$ cat config.mk
export PLATFORM = sky130hd
export DESIGN_NAME = spi_slave_fifo_flat
export DESIGN_NICKNAME = d
export VERILOG_FILES = /design/src/rtl/spi_slave_fifo_pkg.sv /design/src/rtl/spi_slave_fifo_if.sv /design/src/rtl/spi_slave_fifo_sync_fifo.sv /design/src/rtl/spi_slave_fifo.sv /design/src/flat_wrapper.sv
export SDC_FILE = /design/constraint.sdc
export NUM_CORES = 1
export LEC_CHECK = 0
export ABC_AREA = 1
export ABC_CLOCK_PERIOD_IN_PS = 1950
export CORE_MARGIN = 4
export CORE_UTILIZATION = 53
export DETAILED_ROUTE_END_ITERATION = 6
export GPL_TIMING_DRIVEN = 0
export HOLD_SLACK_MARGIN = 0.1
export PLACE_DENSITY_LB_ADDON = 0.3
export SLEW_MARGIN = 20
export SYNTH_ARGS = -nofsm -noshare
export SYNTH_HDL_FRONTEND = slang
export SYNTH_HIERARCHICAL = 1
export SYNTH_SLANG_ARGS = --single-unit
export TNS_END_PERCENT = 30
$ cat constraint.sdc
create_clock -name sys_clk -period 1.95 [get_ports sys_clk]
set_clock_uncertainty 0.1 [all_clocks]
set_input_delay 0.39 -clock sys_clk [delete_from_list [all_inputs] [get_ports sys_clk]]
set_output_delay 0.39 -clock sys_clk [all_outputs]
set_load 0.05 [all_outputs]
$ cat src/rtl/spi_slave_fifo_pkg.sv
// Shared constants for the SPI slave front end of the QOA decoder.
// SPI mode encodings are {CPOL, CPHA}. Default word and FIFO sizes.
package spi_slave_fifo_pkg;

    localparam logic [1:0] MODE0 = 2'b00;
    localparam logic [1:0] MODE1 = 2'b01;
    localparam logic [1:0] MODE2 = 2'b10;
    localparam logic [1:0] MODE3 = 2'b11;

    localparam int DEF_DATA_W     = 8;
    localparam int DEF_FIFO_DEPTH = 4;

endpackage

$ cat src/rtl/spi_slave_fifo_if.sv
// Decoder-side word streams of the SPI slave.
// Ports: rx_data/rx_valid/rx_ready (slave -> decoder), tx_data/tx_valid/tx_ready (decoder -> slave).
interface spi_slave_fifo_if #(
    parameter int DATA_W = 8
);

    logic [DATA_W-1:0] rx_data;
    logic              rx_valid;
    logic              rx_ready;
    logic [DATA_W-1:0] tx_data;
    logic              tx_valid;
    logic              tx_ready;

    modport slave (
        output rx_data, rx_valid, tx_ready,
        input  rx_ready, tx_data, tx_valid
    );

    modport master (
        input  rx_data, rx_valid, tx_ready,
        output rx_ready, tx_data, tx_valid
    );

endinterface

$ cat src/rtl/spi_slave_fifo_sync_fifo.sv
// Single-clock show-ahead FIFO; head reads as 0 while empty.
// Ports: sys_clk, sys_rst, push/push_data, pop/pop_data, full, empty.
module spi_slave_fifo_sync_fifo #(
    parameter int WIDTH = 8,
    parameter int DEPTH = 4
) (
    input  logic             sys_clk,
    input  logic             sys_rst,
    input  logic             push,
    input  logic [WIDTH-1:0] push_data,
    input  logic             pop,
    output logic [WIDTH-1:0] pop_data,
    output logic             full,
    output logic             empty
);

    localparam int AW = $clog2(DEPTH);

    logic [WIDTH-1:0] mem [DEPTH];
    logic [AW:0]      wr_ptr;
    logic [AW:0]      rd_ptr;
    logic             do_push;
    logic             do_pop;

    assign empty = (wr_ptr == rd_ptr);
    assign full  = (wr_ptr[AW] != rd_ptr[AW]) &&
                   (wr_ptr[AW-1:0] == rd_ptr[AW-1:0]);

    // A push into a full FIFO fits only if a slot frees this cycle.
    assign do_pop  = pop & ~empty;
    assign do_push = push & (~full | do_pop);

    assign pop_data = empty ? '0 : mem[rd_ptr[AW-1:0]];

    always_ff @(posedge sys_clk) begin
        if (sys_rst) begin
            wr_ptr <= '0;
            rd_ptr <= '0;
        end else begin
            if (do_push) wr_ptr <= wr_ptr + 1'b1;
            if (do_pop)  rd_ptr <= rd_ptr + 1'b1;
        end
    end

    always_ff @(posedge sys_clk) begin
        if (do_push) mem[wr_ptr[AW-1:0]] <= push_data;
    end

endmodule

$ cat src/rtl/spi_slave_fifo.sv
// Oversampled SPI slave (any CPOL/CPHA, MSB first) with RX and TX word FIFOs.
// Ports: sys_clk, sys_rst, spi_sclk/cs_n/mosi in, spi_miso/miso_oe out, bus (slave), rx_overflow, tx_underflow, cs_active.
module spi_slave_fifo
    import spi_slave_fifo_pkg::*;
#(
    parameter int DATA_W      = DEF_DATA_W,
    parameter int FIFO_DEPTH  = DEF_FIFO_DEPTH,
    parameter int CPOL        = 0,
    parameter int CPHA        = 0,
    parameter int SYNC_STAGES = 2
) (
    input  logic             sys_clk,
    input  logic             sys_rst,
    input  logic             spi_sclk,
    input  logic             spi_cs_n,
    input  logic             spi_mosi,
    output logic             spi_miso,
    output logic             spi_miso_oe,
    spi_slave_fifo_if.slave  bus,
    output logic             rx_overflow,
    output logic             tx_underflow,
    output logic             cs_active
);

    localparam logic IDLE = (CPOL != 0);
    localparam logic PH1  = (CPHA != 0);
    localparam int   CW   = $clog2(DATA_W);
    localparam logic [CW-1:0] LAST = CW'(DATA_W - 1);

    logic [SYNC_STAGES-1:0] sclk_q;
    logic [SYNC_STAGES-1:0] cs_q;
    logic [SYNC_STAGES-1:0] mosi_q;
    logic                   sclk_h;
    logic                   cs_act_d;

    logic              sclk_s;
    logic              mosi_s;
    logic              sclk_chg;
    logic              lead;
    logic              trail;
    logic              sample;
    logic              shift;
    logic              cs_rise;

    logic [CW-1:0]     bit_cnt;
    logic [DATA_W-2:0] rx_shreg;
    logic [DATA_W-1:0] rx_next;
    logic [DATA_W-1:0] tx_shreg;
    logic              word_done;
    logic              word_end;
    logic              tx_load;
    logic              alive;

    logic              rx_full;
    logic              rx_empty;
    logic              tx_full;
    logic              tx_empty;
    logic [DATA_W-1:0] tx_head;

    assign sclk_s    = sclk_q[SYNC_STAGES-1];
    assign mosi_s    = mosi_q[SYNC_STAGES-1];
    assign cs_active = ~cs_q[SYNC_STAGES-1];
    assign cs_rise   = cs_active & ~cs_act_d;

    // Edges only count inside a frame.
    assign sclk_chg = cs_active & (sclk_s != sclk_h);
    assign lead     = sclk_chg & (sclk_s != IDLE);
    assign trail    = sclk_chg & (sclk_s == IDLE);
    assign sample   = PH1 ? trail : lead;
    assign shift    = PH1 ? lead : trail;

    assign rx_next  = {rx_shreg, mosi_s};
    assign word_end = sample & (bit_cnt == LAST);

    // CPHA=0 must present the MSB before the first edge, so the frame
    // start and the edge after each completed word are load points.
    assign tx_load = PH1 ? (lead & (bit_cnt == '0))
                         : (cs_rise | (shift & word_done));

    assign spi_miso     = tx_shreg[DATA_W-1] & cs_active;
    assign spi_miso_oe  = cs_active;
    assign bus.rx_valid = ~rx_empty;
    assign bus.tx_ready = alive & ~tx_full;

    always_ff @(posedge sys_clk) begin
        if (sys_rst) begin
            sclk_q   <= {SYNC_STAGES{IDLE}};
            cs_q     <= '1;
            mosi_q   <= '0;
            sclk_h   <= IDLE;
            cs_act_d <= 1'b0;
        end else begin
            sclk_q   <= {sclk_q[SYNC_STAGES-2:0], spi_sclk};
            cs_q     <= {cs_q[SYNC_STAGES-2:0], spi_cs_n};
            mosi_q   <= {mosi_q[SYNC_STAGES-2:0], spi_mosi};
            sclk_h   <= sclk_s;
            cs_act_d <= cs_active;
        end
    end

    always_ff @(posedge sys_clk) begin
        if (sys_rst) begin
            bit_cnt      <= '0;
            rx_shreg     <= '0;
            tx_shreg     <= '0;
            word_done    <= 1'b0;
            rx_overflow  <= 1'b0;
            tx_underflow <= 1'b0;
            alive        <= 1'b0;
        end else begin
            alive        <= 1'b1;
            rx_overflow  <= word_end & rx_full & ~bus.rx_ready;
            tx_underflow <= tx_load & tx_empty;
            if (!cs_active) begin
                bit_cnt   <= '0;
                rx_shreg  <= '0;
                tx_shreg  <= '0;
                word_done <= 1'b0;
            end else begin
                if (sample) begin
                    rx_shreg <= rx_next[DATA_W-2:0];
                    bit_cnt  <= word_end ? '0 : bit_cnt + 1'b1;
                end
                if (word_end)   word_done <= 1'b1;
                else if (shift) word_done <= 1'b0;
                if (tx_load)    tx_shreg <= tx_head;
                else if (shift) tx_shreg <= tx_shreg << 1;
            end
        end
    end

    spi_slave_fifo_sync_fifo #(
        .WIDTH(DATA_W),
        .DEPTH(FIFO_DEPTH)
    ) u_rx_fifo (
        .sys_clk  (sys_clk),
        .sys_rst  (sys_rst),
        .push     (word_end),
        .push_data(rx_next),
        .pop      (bus.rx_ready),
        .pop_data (bus.rx_data),
        .full     (rx_full),
        .empty    (rx_empty)
    );

    spi_slave_fifo_sync_fifo #(
        .WIDTH(DATA_W),
        .DEPTH(FIFO_DEPTH)
    ) u_tx_fifo (
        .sys_clk  (sys_clk),
        .sys_rst  (sys_rst),
        .push     (bus.tx_valid & bus.tx_ready),
        .push_data(bus.tx_data),
        .pop      (tx_load),
        .pop_data (tx_head),
        .full     (tx_full),
        .empty    (tx_empty)
    );

endmodule

$ cat src/flat_wrapper.sv
// flat-port wrapper written by rule: the top's interface ports become plain ports
module spi_slave_fifo_flat import spi_slave_fifo_pkg::*;
#(
    parameter int DATA_W      = DEF_DATA_W,
    parameter int FIFO_DEPTH  = DEF_FIFO_DEPTH,
    parameter int CPOL        = 0,
    parameter int CPHA        = 0,
    parameter int SYNC_STAGES = 2
)
  (sys_clk, sys_rst, spi_sclk, spi_cs_n, spi_mosi, spi_miso, spi_miso_oe, rx_overflow, tx_underflow, cs_active, bus_rx_data, bus_rx_valid, bus_tx_ready, bus_rx_ready, bus_tx_data, bus_tx_valid);
  spi_slave_fifo_if #(.DATA_W(DATA_W)) bus_i ();
  input  logic sys_clk;
  input  logic sys_rst;
  input  logic spi_sclk;
  input  logic spi_cs_n;
  input  logic spi_mosi;
  output logic spi_miso;
  output logic spi_miso_oe;
  output logic rx_overflow;
  output logic tx_underflow;
  output logic cs_active;
  output wire logic [$bits(bus_i.rx_data)-1:0] bus_rx_data;
  output wire logic [$bits(bus_i.rx_valid)-1:0] bus_rx_valid;
  output wire logic [$bits(bus_i.tx_ready)-1:0] bus_tx_ready;
  input wire logic [$bits(bus_i.rx_ready)-1:0] bus_rx_ready;
  input wire logic [$bits(bus_i.tx_data)-1:0] bus_tx_data;
  input wire logic [$bits(bus_i.tx_valid)-1:0] bus_tx_valid;
  assign bus_rx_data = bus_i.rx_data;
  assign bus_rx_valid = bus_i.rx_valid;
  assign bus_tx_ready = bus_i.tx_ready;
  assign bus_i.rx_ready = bus_rx_ready;
  assign bus_i.tx_data = bus_tx_data;
  assign bus_i.tx_valid = bus_tx_valid;
  spi_slave_fifo #(.DATA_W(DATA_W), .FIFO_DEPTH(FIFO_DEPTH), .CPOL(CPOL), .CPHA(CPHA), .SYNC_STAGES(SYNC_STAGES)) u_core (.sys_clk(sys_clk), .sys_rst(sys_rst), .spi_sclk(spi_sclk), .spi_cs_n(spi_cs_n), .spi_mosi(spi_mosi), .spi_miso(spi_miso), .spi_miso_oe(spi_miso_oe), .bus(bus_i), .rx_overflow(rx_overflow), .tx_underflow(tx_underflow), .cs_active(cs_active));
endmodule
## After elaboration in Yosys (flattened, before gate mapping)

Memories as Yosys holds them, arrays and structs flattened. A register that Yosys moved wholly into a read port is not among the register bits.
Index checks and enable logic that the tools add are counted.

- Bits in registers: 42
- RAM bits: 64
- Input port bits: 15
- Output and inout bits: 15
- Word-level logic and storage cells: 79
- Memories: 2

- $add $sub $neg: 5
- Eq/ne operators: 8
- Muxes and demuxes: 16
- Bitwise operators: 27
- Reductions and logical operators: 5

Memory list:

| memory | depth | width | read ports | clocked after Yosys merged registers in | wr ports | line | RTL |
|---|---|---|---|---|---|---|---|
| u_core.u_rx_fifo.mem | 4 | 8 | 1 | 1 | 1 | spi_slave_fifo_sync_fifo.sv:19 | `logic [WIDTH-1:0] mem [DEPTH];` |
| u_core.u_tx_fifo.mem | 4 | 8 | 1 | 1 | 1 | spi_slave_fifo_sync_fifo.sv:19 |  |

Operators with widths:

| operator | count |
|---|---|
| 2-to-1 mux 8 bit | 4 |
| AND 1 bit | 16 |
| adder 3 x 1 -> 3 bit, second input constant | 5 |
| 2-to-1 mux 2 bit | 4 |
| inverter 1 bit | 8 |
| 2-to-1 mux 1 bit | 7 |
| == test 3 bit | 2 |
| == test 2 bit | 2 |
| nonzero test 2 bit | 2 |
| == test 3 bit, second input constant | 1 |
| 2-to-1 mux 3 bit | 1 |
| != test 1 bit | 3 |
| bitwise OR 1 bit | 3 |
| logical AND 1 bit | 2 |
| OR reduction 2 bit | 1 |

## Depth between registers and ports, before layout

Gate-level depths: netlist (run 1).

- Depth in word-level cells: 10
- Gate-level depth with buffers: 12
- Gate-level depth less buffers: 11

## Modules after synthesis

Netlist (run 1), hierarchy kept.

By module, submodules not included:

| module | instances | cells each | area each (um^2) | sequential area each (um^2) |
|---|---|---|---|---|
| spi_slave_fifo_sync_fifo | 2 | 160 | 1742.9 | 1121.1 |
| spi_slave_fifo | 1 | 156 | 1184.9 | 600.6 |

## Worst setup path after synthesis (run 1)

OpenSTA, ideal clock, no wires.

- Path type: reg2reg
- Start: register u_core.cs_q[1]
- End: memory u_core.u_tx_fifo.mem[0][0] (enable)
- Library setup time: 371 ps
- Arrival time: 1707 ps
- Data required time: 1479 ps
- Slack: -227 ps
- Cell stages (with the launch flop): 10
- Path buffers: 0
- Period minus slack after synthesis: 2177 ps
- Path through: dfxtp_1 -> inv_2 -> nand3_2 -> nand2_4 -> nand2_1 -> inv_1 -> inv_1 -> nand4_2 -> nand2_2 -> nor2_1

- Longest elaborated chain between the ends: 10
- Elaborated cells on any way between the ends: 11
- Those cells by class: mux (2); bitwise (9)

Ends and longest elaborated chain:

| what | line | RTL |
|---|---|---|
| from (decl) | spi_slave_fifo.sv:31 | `logic [SYNC_STAGES-1:0] cs_q;` |
| from (signal assigned) | spi_slave_fifo.sv:94 | `cs_q <= {cs_q[SYNC_STAGES-2:0], spi_cs_n};` |
| inverter 1 bit (*) | spi_slave_fifo.sv:62 | `assign cs_active = ~cs_q[SYNC_STAGES-1];` |
| named net cs_active | flat_wrapper.sv:21 | `output logic cs_active;` |
| AND 1 bit | spi_slave_fifo.sv:66 | `assign sclk_chg = cs_active & (sclk_s != sclk_h);` |
| AND 1 bit | spi_slave_fifo.sv:68 | `assign trail = sclk_chg & (sclk_s == IDLE);` |
| AND 1 bit | spi_slave_fifo.sv:78 | `: (cs_rise \| (shift & word_done));` |
| bitwise OR 1 bit (*) | spi_slave_fifo.sv:78 |  |
| named net u_core.tx_load | spi_slave_fifo.sv:51 | `logic tx_load;` |
| AND 1 bit (*) | spi_slave_fifo_sync_fifo.sv:30 | `assign do_pop = pop & ~empty;` |
| bitwise OR 1 bit (*) | spi_slave_fifo_sync_fifo.sv:31 | `assign do_push = push & (~full \| do_pop);` |
| AND 1 bit (*) | spi_slave_fifo_sync_fifo.sv:31 |  |
| 2-to-1 mux 1 bit (*) | spi_slave_fifo_sync_fifo.sv:46 | `if (do_push) mem[wr_ptr[AW-1:0]] <= push_data;` |
| 2-to-1 mux 1 bit (implied by the code) (*) | spi_slave_fifo_sync_fifo.sv:46 |  |
| to (decl) | spi_slave_fifo_sync_fifo.sv:19 |  |

The timed path passes the listed nets; every way through them passes the cells marked *.

==> results of run 1 <==
## cell families after synthesis
group	Yosys count	share of synthesized area, %
flip-flops	110	60.9
buffers and inverters	78	7.31
AND/OR/NAND/NOR	208	19.2
XOR/XNOR	6	1.45
adder cells (fa/ha/maj)	12	3.21
AO/OA/AOI/OAI	62	7.93
## where the power goes
part | leakage, nW | internal, mW | switching [mW]
clock | 0.0972 | 0.505 | 0.822
sequential | 1.00 | 2.45 | 0.0130
combinational | 1.45 | 0.0849 | 0.116
## through the flow
stage | power [mW] | util (%) | instances | instance area, sq um | setup slack (ps)
2_1_floorplan | 2.64 | - | 476 | 4710 | 32.6
3_3_place_gp | 2.70 | 61.2 | 610 | 5130 | -479
3_5_place_dp | 2.71 | 61.2 | 610 | 5130 | -514
4_1_cts | 4.00 | 68.6 | 649 | 5750 | -171
5_1_grt | 4.15 | 71.6 | 664 | 6000 | -219
6_report | 4.00 | 71.6 | 664 | 6000 | -137
## worst reg2reg max path, delay by kind of cell (launching register included)
family / cells / cell delay (ps)
buffers and inverters: 2 / 130
DFF: 1 / 370
and+or+nand+nor: 6 / 940
## path summary, 6_finish.rpt
check                                                start                    endpoint  slack [ps]  cells past startpoint
worst min-delay path                      u_core/sclk_q[0]            u_core/sclk_q[1]         310                      2
worst max register to register  u_core/u_tx_fifo/wr_ptr[2]  u_core/u_tx_fifo/mem[3][6]          80                      8
worst max-delay path                                  flop              bus_rx_data[2]        -140                      8
worst min register to register            u_core/sclk_q[0]            u_core/sclk_q[1]         310                      2
## Yosys cell counts, types with 3 or more instances
library cell,n
a21oi_1,12
o32ai_1,16
buf_4,6
nand3_1,8
o21ai_0,32
nand2_2,6
dfxtp_1,46
nand2_1,68
ha_1,12
nor2_1,110
clkinv_2,3
inv_1,53
xor2_1,4
buf_2,5
inv_2,6
edfxtp_1,64
nand3_2,5
## sequential cells by signal (all words and copies together) (netlist names), 2 cells and up, named ones only
| register | flops |
|---|---|
| u_core/mosi_q | 2 |
| u_core/u_tx_fifo/wr_ptr | 3 |
| u_core/rx_shreg | 7 |
| u_core/tx_shreg | 8 |
| u_core/u_rx_fifo/rd_ptr | 3 |
| u_core/bit_cnt | 3 |
| u_core/sclk_q | 2 |
| u_core/u_rx_fifo/mem | 32 |
| u_core/u_tx_fifo/rd_ptr | 3 |
| u_core/u_tx_fifo/mem | 32 |
| u_core/u_rx_fifo/wr_ptr | 3 |
| u_core/cs_q | 2 |
## area by class of cell
class,instances,area share (%)
Sequential cell,110,48.0
Timing Repair Buffer,67,11.0
Clock buffer,10,2.13
Inverter,64,4.38
Tap cell,105,2.19
Multi-Input combinational cell,288,29.3
Buffer,14,2.02
Clock inverter,6,1.00
## per-layer routing
| metal | global-route usage, % | wire, microns |
|---|---|---|
| met5 | 0 | 0 |
| met4 | 7.37 | 110 |
| met3 | 5.73 | 486 |
| met2 | 36.1 | 5460 |
| met1 | 23.8 | 4160 |
## repair_timing
item	in CTS	in global routing
buffers inserted	20	15
pin swaps	22	20
setup endpoints to repair	79	74
resized for setup	152	45
cloned	3	0
==> metrics.md, run 1 <==
| Metric | Value |
|---|---|
| Status | finished with violations |
| Failing checks | negative setup slack |
| Clock sinks | 110 |
| Commonest non-fill, non-tap cell in the layout | nor2_1 |
| Minimum hold slack | 309 ps |
| Port buffer count | 29 |
| Clk root buf | clkbuf_8 |
| Rows | 33 |
| Post-layout nets | 581 |
| Commonest cells after routing, fill and taps aside | nor2_1, edfxtp_1, nand2_1, inv_1, buf_4 |
| Clk buf depth | 2 |
| Clock Latency Late Sink | 370 ps |
| WL/cell | 15.4 microns |
| First-pass GRT wire length | 16.1 mm |
| Critical Path Most Common Cell | buf_8 |
| Syn Std Cell Area | 4670 sq um |
| ANT cells | 0 |
| Initial antenna violation count | 0 |
| Fill cells | 564 |
| Die area | 10,400 sq um |
| Post-synth EDFFs | 64 |
| Yosys Warn Count | 6 |
| Pleak | 2.54 nW |
| Tightest Pin Transition | 503 ps |
| Fraction of registers with async set/reset | 0% |
| Post-synthesis sequential area ratio | 60.9% |
| Avg Cell Area, Syn | 9.81 sq um |
| Critical Path Max Stage Delay | 340 ps |
| Syn Nets | 503 |
| Max Cap Viol | 0 |
| HPWL Detailed | 5.87 mm |
| Crit end category | output port |
| Initial DRT Pass Iterations | 6 |
| Yosys cell types | 30 |
| WS Path Type | flop to output port |
| Drt initial violations | 235 |
| Starting Density | 55.7% |
| GP Congestion | 0.791 |
| Pin count of the biggest net entering global routing | 21 |
| Synth-to-layout area growth | 28.6% |
| DR vias | 3,532 |
| Final Slew Violations | 0 |
| Synth area leader | edfxtp_1 |
| Slowest CP cell | dfxtp_2 |
| CTS HTree Levels | 3 |
| Synth area leaders | edfxtp_1, dfxtp_1, nor2_1 |
| CP Cell Sequence | buf_8, clkinv_8, buf_6, nor2_2, o32ai_2, nand2_1, inv_2, buf_8 |
| Final setup viols | 8 |
| Worst Path Max Fanout | 7 |
| Final WS setup | -137 ps |
| Main synth FF type | edfxtp_1 |
| Area of the core | 8380 sq um |
| # IOs | 30 |
| Yosys reg bits | 110 |
| Total negative slack | -840 ps |
| WP buf/inv | 5 |
| DRC violations left | 0 |
| CP required | 1460 ps |
| Pwr per Cell Area | 665 nW/um^2 |
| Sequential Area | 2880 sq um |
| Hold-fix buffers at CTS | 0 |
| Clock transition at the registers of the reported paths | 110 ps |
| Max VDD drop | 0.356 mV |
| Total gr overflow | 0 |
| CTS tree | built |
| Post-Route WL | 10.2 mm |
| Chip width | 102 microns |
| Final period utilization | 107% |
| CP startpoint kind | flop |
| Worst EP arrival | 1600 ps |
| DR vias/cell | 5.32 |
| Hold Crit Class | flop to flop |
| Share of layout cells above drive strength 1 | 32.4% |
| Syn Inst Count | 476 |
| Die Ht | 102 microns |
| Top cell family by delay on the critical path | buffers and inverters |
| Final hold vios | 0 |
| Total GRT Usage | 20.4% |
| Slew HR | 66.3% |
| Min cycle time layout | 2090 ps |
| Area of the multi-input gates | 1760 sq um |
| Vias in the first global route | 3,485 |
| Area share of the largest cell type after synthesis | 41.1% |
| Fmax | 479 MHz |
| RSZ-0062 raised after global routing | true |
| Cts bufs inserted | 9 |
| Antenna-violating nets left | 0 |
Note: power is estimated with default switching activity, not from simulation.
==> run 2: changes to the inputs <==
--- a/config.mk
+++ b/config.mk
@@ -7,6 +7,7 @@
 export LEC_CHECK = 0
 export ABC_AREA = 1
 export ABC_CLOCK_PERIOD_IN_PS = 1950
+export CAP_MARGIN = 20
 export CORE_MARGIN = 4
 export CORE_UTILIZATION = 53
 export DETAILED_ROUTE_END_ITERATION = 6
==> results of run 2 <==
Same layout as run 1: the final DEF is identical, and so are final timing and power.
==> run 3: changes to the inputs <==
--- a/config.mk
+++ b/config.mk
@@ -14,6 +14,7 @@
 export GPL_TIMING_DRIVEN = 0
 export HOLD_SLACK_MARGIN = 0.1
 export PLACE_DENSITY_LB_ADDON = 0.3
+export SKIP_CTS_REPAIR_TIMING = 1
 export SLEW_MARGIN = 20
 export SYNTH_ARGS = -nofsm -noshare
 export SYNTH_HDL_FRONTEND = slang
==> metrics.md, run 3 (synthesis results as in run 1) <==
| Metric | Value |
|---|---|
| Worst EP arrival | 1660 ps (+60 ps) |
| Tightest Pin Transition | 505 ps (+1.83 ps) |
| Slew HR | 66.3% (-0.072 points) |
| HPWL Detailed | 5.87 mm (unchanged) |
| Sequential power share | 62.1% (+0.3 points) |
| GP Congestion | 0.791 (unchanged) |
| Min cycle time layout | 2150 ps (+58.2 ps) |
| Starting Density | 55.7% (unchanged) |
| Max VDD drop | 0.385 mV (+8.2%) |
| Total GRT Usage | 17.9% (-2.5 points) |
| Hold Crit Class | flop to flop |
| Fill cells | 586 (+3.9%) |
| Failing checks | negative setup slack |
| Switching power | 0.941 mW (-1.0%) |
| Fmax | 466 MHz (-2.7%) |
| Worst Hold Path Cells | 2 (unchanged) |
| Drt initial violations | 220 (-6.4%) |
| Int Pwr | 3.04 mW (about the same) |
| DR vias/cell | 5.33 (+0.28%) |
| Slowest CP cell | dfxtp_4 |
| Clock share of power | 33.1% (about the same) |
| CTS HTree Levels | 3 (unchanged) |
| DRC violations left | 0 (unchanged) |
| Max Cap Viol | 0 (unchanged) |
| Cts bufs inserted | 9 (unchanged) |
| Post-layout nets | 557 (-4.1%) |
| Pin count of the biggest net entering global routing | 21 (unchanged) |
| Combinational power share | 4.8% (-0.2 points) |
| Area of the core | 8380 sq um (unchanged) |
| Share of layout cells above drive strength 1 | 28.2% (-4.2 points) |
| Final Slew Violations | 0 (unchanged) |
| Commonest cells after routing, fill and taps aside | nor2_1, edfxtp_1, nand2_1, inv_1, dfxtp_1 |
| Critical Path Most Common Cell | buf_8 |
| Final setup viols | 17 (+9) |
| Port buffer count | 29 (unchanged) |
| Clock transition at the registers of the reported paths | 110 ps (about the same) |
| CP Cell Sequence | buf_8, clkinv_8, buf_8, nor2_1, o32ai_2, nand2_1, inv_1, buf_6 |
| Worst Path Max Fanout | 8 (+1) |
| Clock Latency Late Sink | 370 ps (about the same) |
| Final hold vios | 0 (unchanged) |
| Synth-to-layout area growth | 24.9% |
| Total power | 3.98 mW (-0.32%) |
| Post-Route WL | 9.64 mm (-5.7%) |
| Total negative slack | -1260 ps (-416 ps) |
| CTS tree | built |
| Clock sinks | 110 (unchanged) |
| Pwr per Cell Area | 683 nW/um^2 (+2.6%) |
| Status | finished with violations |
| DR vias | 3,414 (-3.3%) |
| WL/cell | 15.1 microns (-2.2%) |
| Commonest non-fill, non-tap cell in the layout | nor2_1 |
| Die Ht | 102 microns (unchanged) |
| Crit end category | output port |
| Die area | 10,400 sq um (unchanged) |
| Clk buf depth | 2 (unchanged) |
| Setup Slack @ Placement | -514 ps (unchanged) |
| Final period utilization | 110% (+3.0 points) |
| Initial antenna violation count | 0 (unchanged) |
| First-pass GRT wire length | 14.3 mm (-11%) |
| CP startpoint kind | flop |
| R2r worst-path depth | 8 (unchanged) |
| Rows | 33 (unchanged) |
| R2r setup slk | -20 ps (-100 ps) |
| Total gr overflow | 0 (unchanged) |
| CP required | 1460 ps (about the same) |
| Vias in the first global route | 3,245 (-6.9%) |
| Initial DRT Pass Iterations | 4 (-2) |
| ANT cells | 0 (unchanged) |
| WS Path Type | flop to output port |
| Minimum hold slack | 310 ps (+0.740 ps) |
| RSZ-0062 raised after global routing | true |
| Final WS setup | -195 ps (-58.2 ps) |
| Pleak | 2.50 nW (-1.7%) |
| Critical Path Max Stage Delay | 360 ps (+20 ps) |
| Antenna-violating nets left | 0 (unchanged) |
| Chip width | 102 microns (unchanged) |
| # IOs | 30 (unchanged) |
| Sw Ratio | 23.6% (-0.17 points) |
| Clk root buf | clkbuf_8 |
-- run 3: stage by stage --
step / std cells / utilization (%) / instance area (sq um)
6_report: 640 / 69.6 / 5830
4_1_cts: 626 / 63.4 / 5320
3_3_place_gp: 610 / 61.2 / 5130
5_1_grt: 640 / 69.6 / 5830
3_5_place_dp: 610 / 61.2 / 5130
2_1_floorplan: 476 / - / 4710
-- run 3: layer usage --
layer / GRT usage, % / vias up / share of wire (%)
met5: 0 / - / 0
met4: 8.27 / 0 / 1.6
met3: 4.44 / 14 / 4.8
met2: 29.6 / 90 / 51
met1: 22.3 / 1643 / 43
li1: - / 1667 / -
-- run 3: final cells by class --
class / instances / area, sq um / share of cell area [%]
clock buffers: 10 / 128 / 2.19
inverters: 64 / 265 / 4.55
plain buffers: 14 / 125 / 2.14
multi-input cells: 288 / 1760 / 30.2
clock inverters: 6 / 60.1 / 1.03
well taps: 105 / 131 / 2.25
repair buffers: 43 / 484 / 8.30
flip-flops and latches: 110 / 2880 / 49.3
-- run 3: power by group through the flow --
stage / clock network [mW] / logic (mW) / registers (mW)
2_1_floorplan: 0 / 0.107 / 2.53
3_3_place_gp: 0 / 0.171 / 2.53
3_5_place_dp: 0 / 0.176 / 2.53
4_1_cts: 1.35 / 0.176 / 2.48
5_1_grt: 1.45 / 0.210 / 2.47
6_report: 1.32 / 0.191 / 2.47
-- run 3: path summary, 6_finish.rpt --
kind,to,from
setup / recovery,bus_rx_data[6],flop
hold / removal,u_core/sclk_q[1],u_core/sclk_q[0]
setup reg to reg,u_core/u_tx_fifo/mem[3][1],u_core/u_tx_fifo/rd_ptr[1]
hold reg to reg,u_core/sclk_q[1],u_core/sclk_q[0]
-- run 3: critical path: cells and delay by family (launching register included) --
family                 cells  cell delay (ps)
buffers and inverters      5              550
AND/OR/NAND/NOR            2              130
AO/OA/AOI/OAI              1              220
flip-flops                 1              360
